`config.mk`:
```
export PLATFORM = sky130hd
export DESIGN_NAME = counter8_seq
export DESIGN_NICKNAME = d
export VERILOG_FILES = /design/src/rtl/counter8_seq.sv
export SDC_FILE = /design/constraint.sdc
export NUM_CORES = 1
export LEC_CHECK = 0
export ABC_AREA = 1
export BUFFER_PORTS_ARGS = -buffer_cell sky130_fd_sc_hd__buf_2
export CAP_MARGIN = 40
export CORE_AREA = 2 2 80 102
export DETAILED_ROUTE_END_ITERATION = 12
export DIE_AREA = 0 0 82 104
export HOLD_SLACK_MARGIN = 0.05
export PLACE_DENSITY = 0.49
export SKIP_LAST_GASP = 1
export SLEW_MARGIN = 0
export SYNTH_ARGS = -nofsm -noshare
export SYNTH_HDL_FRONTEND = slang
export SYNTH_SLANG_ARGS = --single-unit
```
`constraint.sdc`:
```
create_clock -name CLK -period 1.9 [get_ports CLK]
set_input_delay 0.19 -clock CLK [delete_from_list [all_inputs] [get_ports CLK]]
set_output_delay 0.19 -clock CLK [all_outputs]
set_load 0.005 [all_outputs]
```
`src/rtl/counter8_seq.sv`:
```
// counter8_seq -- command sequencer for counter8.
//
// Accepts opcode/argument commands over a valid/ready handshake and turns
// them into registered, correctly spaced control pulses for counter8.
// A timed run becomes a START strobe, ARG quiet cycles, then an END strobe.
//
// Optional feature: define COUNTER8_SEQ_FIFO_EN to place a 4-entry command
// FIFO between the handshake and the FSM. CMD_READY then means "FIFO not
// full", and BUSY also covers queued commands.
//
// Ports:
//   CLK, RESETn            clock (rising edge) and asynchronous active-low reset
//   CMD_VALID / CMD_READY  command handshake; accepted when both are high at an edge
//   CMD_OP[2:0]            0 NOP, 1 CLR, 2 LOAD, 3 RUN_INC, 4 RUN_DEC, 5 HOLD, 6 MODE, 7 illegal
//   CMD_ARG[7:0]           load value / cycle count / mode bit
//   CLR, LOAD              one-cycle pulses to counter8
//   DIN[7:0]               load data, held after the load
//   HOLD                   hold level, high for ARG cycles
//   MODE_SEL               counter mode select (resets to 1)
//   INC_START/INC_END      run strobes for RUN_INC
//   DEC_START/DEC_END      run strobes for RUN_DEC
//   BUSY                   command executing (or queued, with the FIFO)
//   ERR                    sticky illegal-opcode flag, cleared only by reset
//
// Structure: a control FSM (state, wait counter, latched command) runs one
// cycle ahead of the output registers, which decode the FSM state at every
// edge. That gives the one-cycle accept-to-output latency, and because the
// FSM can take the next command in its last cycle, commands run with no
// gap between them.

module counter8_seq (
  input  logic       CLK,
  input  logic       RESETn,
  input  logic       CMD_VALID,
  output logic       CMD_READY,
  input  logic [2:0] CMD_OP,
  input  logic [7:0] CMD_ARG,
  output logic       CLR,
  output logic       LOAD,
  output logic [7:0] DIN,
  output logic       HOLD,
  output logic       MODE_SEL,
  output logic       INC_START,
  output logic       INC_END,
  output logic       DEC_START,
  output logic       DEC_END,
  output logic       BUSY,
  output logic       ERR
);

  typedef enum logic [2:0] {
    OP_NOP     = 3'd0,
    OP_CLR     = 3'd1,
    OP_LOAD    = 3'd2,
    OP_RUN_INC = 3'd3,
    OP_RUN_DEC = 3'd4,
    OP_HOLD    = 3'd5,
    OP_MODE    = 3'd6,
    OP_ILL     = 3'd7
  } op_e;

  typedef enum logic [1:0] {
    S_IDLE,
    S_PULSE,
    S_RUN_WAIT,
    S_HOLD_WAIT
  } state_e;

  // Control FSM state. start_q marks the START cycle of a run.
  state_e     state_q, state_d;
  logic [7:0] cnt_q, cnt_d;
  logic       start_q, start_d;
  op_e        op_q, op_d;
  logic [7:0] arg_q, arg_d;

  // Command source: the handshake directly, or the FIFO head.
  logic       src_valid;
  op_e        src_op;
  logic [7:0] src_arg;

  logic       done;      // FSM is in the last cycle of its command
  logic       can_take;  // FSM may start a new command at this edge
  logic       take;
  logic       ready_d;
  logic       busy_d;

  // True when a command's final output is produced at the next edge.
  function automatic logic is_last(input state_e st, input logic start,
                                   input logic [7:0] cnt);
    case (st)
      S_PULSE:     is_last = 1'b1;
      S_RUN_WAIT:  is_last = !start && (cnt == 8'd0);
      S_HOLD_WAIT: is_last = (cnt == 8'd1);
      default:     is_last = 1'b0;
    endcase
  endfunction

`ifdef COUNTER8_SEQ_FIFO_EN
  logic [10:0] fifo_mem [4];
  logic [1:0]  wr_ptr, rd_ptr;
  logic [2:0]  count_q, count_d;
  logic        push;

  assign push      = CMD_VALID && CMD_READY;
  assign src_valid = (count_q != 3'd0);
  assign src_op    = op_e'(fifo_mem[rd_ptr][10:8]);
  assign src_arg   = fifo_mem[rd_ptr][7:0];
  // READY is low when full, so push and pop together never overflow.
  assign count_d   = count_q + 3'(push) - 3'(take);

  // NOTE: storage has no reset; only the pointers and count need one,
  // since an entry is never read before it has been written.
  always_ff @(posedge CLK) begin
    if (push) fifo_mem[wr_ptr] <= {CMD_OP, CMD_ARG};
  end

  always_ff @(posedge CLK or negedge RESETn) begin
    if (!RESETn) begin
      wr_ptr  <= 2'd0;
      rd_ptr  <= 2'd0;
      count_q <= 3'd0;
    end else begin
      if (push) wr_ptr <= wr_ptr + 2'd1;
      if (take) rd_ptr <= rd_ptr + 2'd1;
      count_q <= count_d;
    end
  end
`else
  assign src_valid = CMD_VALID && CMD_READY;
  assign src_op    = op_e'(CMD_OP);
  assign src_arg   = CMD_ARG;
`endif

  // NOTE: every variable gets a default at the top so no path leaves it
  // unassigned, which would infer a latch.
  always_comb begin
    state_d = state_q;
    cnt_d   = cnt_q;
    start_d = start_q;
    op_d    = op_q;
    arg_d   = arg_q;

    done     = is_last(state_q, start_q, cnt_q);
    can_take = (state_q == S_IDLE) || done;
    take     = can_take && src_valid;

    if (state_q == S_RUN_WAIT) begin
      if (start_q)             start_d = 1'b0;
      else if (cnt_q != 8'd0)  cnt_d   = cnt_q - 8'd1;
    end
    if (state_q == S_HOLD_WAIT && !done) cnt_d = cnt_q - 8'd1;
    if (done) state_d = S_IDLE;

    if (take) begin
      op_d    = src_op;
      arg_d   = src_arg;
      cnt_d   = src_arg;
      start_d = 1'b0;
      case (src_op)
        OP_RUN_INC, OP_RUN_DEC: begin
          state_d = S_RUN_WAIT;
          start_d = 1'b1;
        end
        // HOLD with a zero count runs as an empty pulse.
        OP_HOLD: state_d = (src_arg != 8'd0) ? S_HOLD_WAIT : S_PULSE;
        default: state_d = S_PULSE;
      endcase
    end

`ifdef COUNTER8_SEQ_FIFO_EN
    ready_d = (count_d != 3'd4);
    busy_d  = (state_q != S_IDLE) || (count_q != 3'd0) || push;
`else
    // Ready whenever the FSM can take a command at the following edge.
    ready_d = (state_d == S_IDLE) || is_last(state_d, start_d, cnt_d);
    busy_d  = (state_q != S_IDLE);
`endif
  end

  // NOTE: sequential state uses non-blocking assignments so every register
  // samples pre-edge values regardless of statement order.
  always_ff @(posedge CLK or negedge RESETn) begin
    if (!RESETn) begin
      state_q <= S_IDLE;
      cnt_q   <= 8'd0;
      start_q <= 1'b0;
      op_q    <= OP_NOP;
      arg_q   <= 8'd0;
    end else begin
      state_q <= state_d;
      cnt_q   <= cnt_d;
      start_q <= start_d;
      op_q    <= op_d;
      arg_q   <= arg_d;
    end
  end

  // Output registers: decode the FSM state one edge later.
  always_ff @(posedge CLK or negedge RESETn) begin
    if (!RESETn) begin
      CMD_READY <= 1'b0;
      CLR       <= 1'b0;
      LOAD      <= 1'b0;
      DIN       <= 8'h00;
      HOLD      <= 1'b0;
      MODE_SEL  <= 1'b1;
      INC_START <= 1'b0;
      INC_END   <= 1'b0;
      DEC_START <= 1'b0;
      DEC_END   <= 1'b0;
      BUSY      <= 1'b0;
      ERR       <= 1'b0;
    end else begin
      CMD_READY <= ready_d;
      CLR       <= (state_q == S_PULSE) && (op_q == OP_CLR);
      LOAD      <= (state_q == S_PULSE) && (op_q == OP_LOAD);
      if ((state_q == S_PULSE) && (op_q == OP_LOAD)) DIN <= arg_q;
      if ((state_q == S_PULSE) && (op_q == OP_MODE)) MODE_SEL <= arg_q[0];
      if ((state_q == S_PULSE) && (op_q == OP_ILL))  ERR <= 1'b1;
      HOLD      <= (state_q == S_HOLD_WAIT);
      INC_START <= (state_q == S_RUN_WAIT) && start_q && (op_q == OP_RUN_INC);
      INC_END   <= (state_q == S_RUN_WAIT) && done    && (op_q == OP_RUN_INC);
      DEC_START <= (state_q == S_RUN_WAIT) && start_q && (op_q == OP_RUN_DEC);
      DEC_END   <= (state_q == S_RUN_WAIT) && done    && (op_q == OP_RUN_DEC);
      BUSY      <= busy_d;
    end
  end

endmodule

```
==> impl_metrics.py <==
metrics = {
    "clocking": {
        "clock_path_buffers": 2,
        "cts_tree": "yes",
        "clkLatencyLatePin_ns": 0.29,
        "cts_root_buffer": "clkbuf_8",
        "h-tree-depth": 2,
        "cts.reportedPaths.clkPinSlew_ns": 0.08,
        "cts_buffers": 5,
        "cts.sinks": 41,
    },
    "global_route": {
        "first_global_vias": 1626,
        "grt.total_usage_pct": 12.0,
        "grt_overflow": 0,
        "antenna_found_initial": 0,
        "grt_max_degree": 42,
        "grt_pass1_wl_mm": 7.76,
    },
    "power_and_ir_drop": {
        "ir_drop_mv": 0.424,
        "p_per_area_mw_per_mm2": 556,
        "p_leak_nw": 1.41,
    },
    "sta": {
        "rsz0062_at_grt": "true",
        "setup_viol": 0,
        "worst_pin_slew_ns": 0.544,
        "fmax_ghz": 0.542,
        "slew_viol_final": 0,
        "period_share_pct": 97.0,
        "skew_ns": 0.00926,
        "hold_viol": 0,
        "slew_headroom_pct": 63.7,
        "finalCriticalPeriod_ns": 1.84,
    },
    "route": {
        "drc": 0,
        "first_pass_iters": 4,
        "wl_per_cell_um": 12.3,
        "wl_met1_mm": 2.14,
        "via_per_inst": 4.30,
        "wl_met2_mm": 2.49,
        "ant_nets": 0,
        "drt-initial-drc-count": 92,
        "dr.max_layer_used": "met4",
        "vias": 1726,
        "drt-total-wl_mm": 4.92,
        "wl_met3_um": 163,
    },
    "place": {
        "dpl_cell_area_mm2": 0.00242,
        "port-buffer-count": 32,
        "placed_cells": 385,
        "dp_hpwl_mm": 3.72,
        "gp_congestion": 0.903,
    },
    "cells_and_area": {
        "fin_nets": 322,
        "fin_cells": 401,
        "syn2layout_area_growth_pct": 37.0,
        "num_antenna_cells": 0,
        "finalCoreUtilization_pct": 36.2,
        "layout-drive-gt1-share_pct": 35.9,
        "finish.instance_area_mm2": 0.00274,
    },
    "synthesis": {
        "synth_seq_cells": 41,
        "synth_cell_type_count": 26,
        "synth_nets": 258,
        "synth_xor_area_share_pct": 2.19,
        "synthTopCellsByCount": "nand2_1 (54), inv_1 (43), dfrtp_1 (40), nand3_1 (17), nor2_1 (17)",
        "postSynthCellCount": 241,
        "synth-simple-area-share_pct": 25.2,
        "synth_edf_count": 0,
        "synth_top_family_by_area": "simple AND/OR/NAND/NOR gates",
        "syn_avg_cell_area_um2": 8.30,
        "synthTopCellsByArea": "dfrtp_1 (50%), nand2_1 (10%), inv_1 (8.1%)",
        "ys.flop_type": "dfrtp_1",
        "synth_top_area_share_pct": 50.0,
        "yosys-mux-area-fraction_pct": 0,
        "synth-seq-area-share_pct": 51.3,
        "ys_warn_count": 0,
        "post-synth-top-area-cell": "dfrtp_1",
        "yosysMostFrequentCell": "nand2_1",
        "synth-adder-area-share_pct": 1.88,
        "async_reset_ff_share_pct": 100,
        "synth_compound_area_share_pct": 9.26,
        "netlist_area_mm2": 0.00200,
    },
    "worst_setup_path": {
        "path_max_fanout": 7,
        "end_kind": "flop",
        "path_class": "reg2reg",
        "cp.required_ns": 2.14,
        "arrival_ns": 2.08,
        "reg2reg_slack_ns": 0.06,
        "start_kind": "flop",
    },
    "floorplanning": {
        "dieWidth_um": 82,
        "core-area_mm2": 0.00757,
        "start_util_pct": 26.4,
        "dieArea_mm2": 0.00853,
        "rows": 36,
        "io_pins": 33,
        "chipHeight_um": 104,
    },
    "flow_run": {
        "maxCapViolCount": 0,
    },
    "run_status": {
        "status": "finished clean",
    },
    "min_path": {
        "min_path_type": "in2reg",
    },
}
path summary, 6_finish.rpt:
check / to / cells after the start / startpoint
worst max-delay path: CMD_READY$_DFF_PN0_ / 18 / cnt_q[0]$_DFF_PN0_
worst min-delay path: arg_q[5]$_DFFE_PN0P_ / 3 / CMD_ARG[5]
worst max register to register: CMD_READY$_DFF_PN0_ / 18 / cnt_q[0]$_DFF_PN0_
worst min register to register: DIN[1]$_DFFE_PN0P_ / 2 / DIN[1]$_DFFE_PN0P_
max in group asynchronous: MODE_SEL$_DFFE_PN1P_ / 3 / RESETn
min in group asynchronous: HOLD$_DFF_PN0_ / 3 / RESETn
what timing repair did:
item | in CTS | in global routing
endpoints found under the hold margin | 40 | 0
gates cloned | 0 | 1
hold buffers | 1 | 0
pin swaps | 0 | 16
setup endpoints to repair | 1 | 6
buffers inserted | 0 | 6
gates resized for setup | 1 | 40
power breakdown:
group          total, mW  switching, mW  internal [mW]
Clock              0.604          0.310          0.295
Combinational     0.0479         0.0329         0.0151
Sequential         0.872              0          0.872
Total               1.52          0.343           1.18
area by class of cell:
type                    instances  area, um^2
well taps                      95         119
multi-input cells             150         906
repair buffers                 61         418
clock inverters                 2        13.8
inverters                      46         175
clock buffers                   6        82.6
fillers                       802        4830
flip-flops and latches         41        1030
sequential cells by signal, summed over array words and instances (netlist names):
name / count
BUSY: 1
CLR: 1
CMD_READY: 1
DEC_END: 1
DEC_START: 1
DIN: 8
ERR: 1
HOLD: 1
INC_END: 1
INC_START: 1
LOAD: 1
MODE_SEL: 1
arg_q: 8
cnt_q: 8
op_q: 3
start_q: 1
state_q: 2
cell usage in the layout (no fill, tap or decap), types with 4 or more instances in the layout:
master and instances:
nand2_1 48, dfrtp_1 40, inv_1 38, buf_2 32, buf_4 24, o21ai_0 14
nor2_1 13, nand3_1 13, nand2_2 8, inv_2 7, clkbuf_8 6, nand2_4 5
xor2_1 5, nor2_4 4, nand3_2 4, nand4_1 4, a21oi_2 4, nor3_1 4
o21bai_1 4
per-stage QoR:
stage,total power [mW],hold WS (ns),setup WS (ns),setup TNS (ns)
3_3_place_gp,0.935,0.299,0.00338,0
2_1_floorplan,0.896,-0.106,0.136,0
5_1_grt,1.59,0.174,-0.112,-0.124
3_5_place_dp,0.935,0.298,-0.0211,-0.0211
6_report,1.52,0.172,0.0566,0
4_1_cts,1.55,0.150,0.000473,0
logic make-up (layout without fill, tap and decap cells):
group                    Yosys count  after routing
flip-flops                        41             41
AND/OR/NAND/NOR                  110            110
XOR/XNOR                           5              5
buffers and inverters             50            115
adder cells (fa/ha/maj)            3              3
AO/OA/AOI/OAI                     32             32
metal layers:
layer / vias up / track usage, %
met4: 0 / 5.71
li1: 886 / -
met3: 6 / 2.08
met5: - / 0
met1: 802 / 14.6
met2: 32 / 20.0
worst max-delay path, stage by stage (launching register included):
cell     delay [ns]
dfrtp_1        0.42
inv_2          0.09
ha_4           0.12
inv_2          0.03
nor2_2         0.08
nand2_1        0.07
nand2_2        0.09
nand2_4        0.07
nand2_4        0.12
nand2_4        0.09
nand2_2        0.09
nand2_2        0.07
nand2_4        0.06
nand2_2        0.04
nor2_1         0.09
nand2_1        0.05
nor2_1         0.10
nand2_1        0.06
nand2_1        0.05
(Power assumes the default switching activity.)
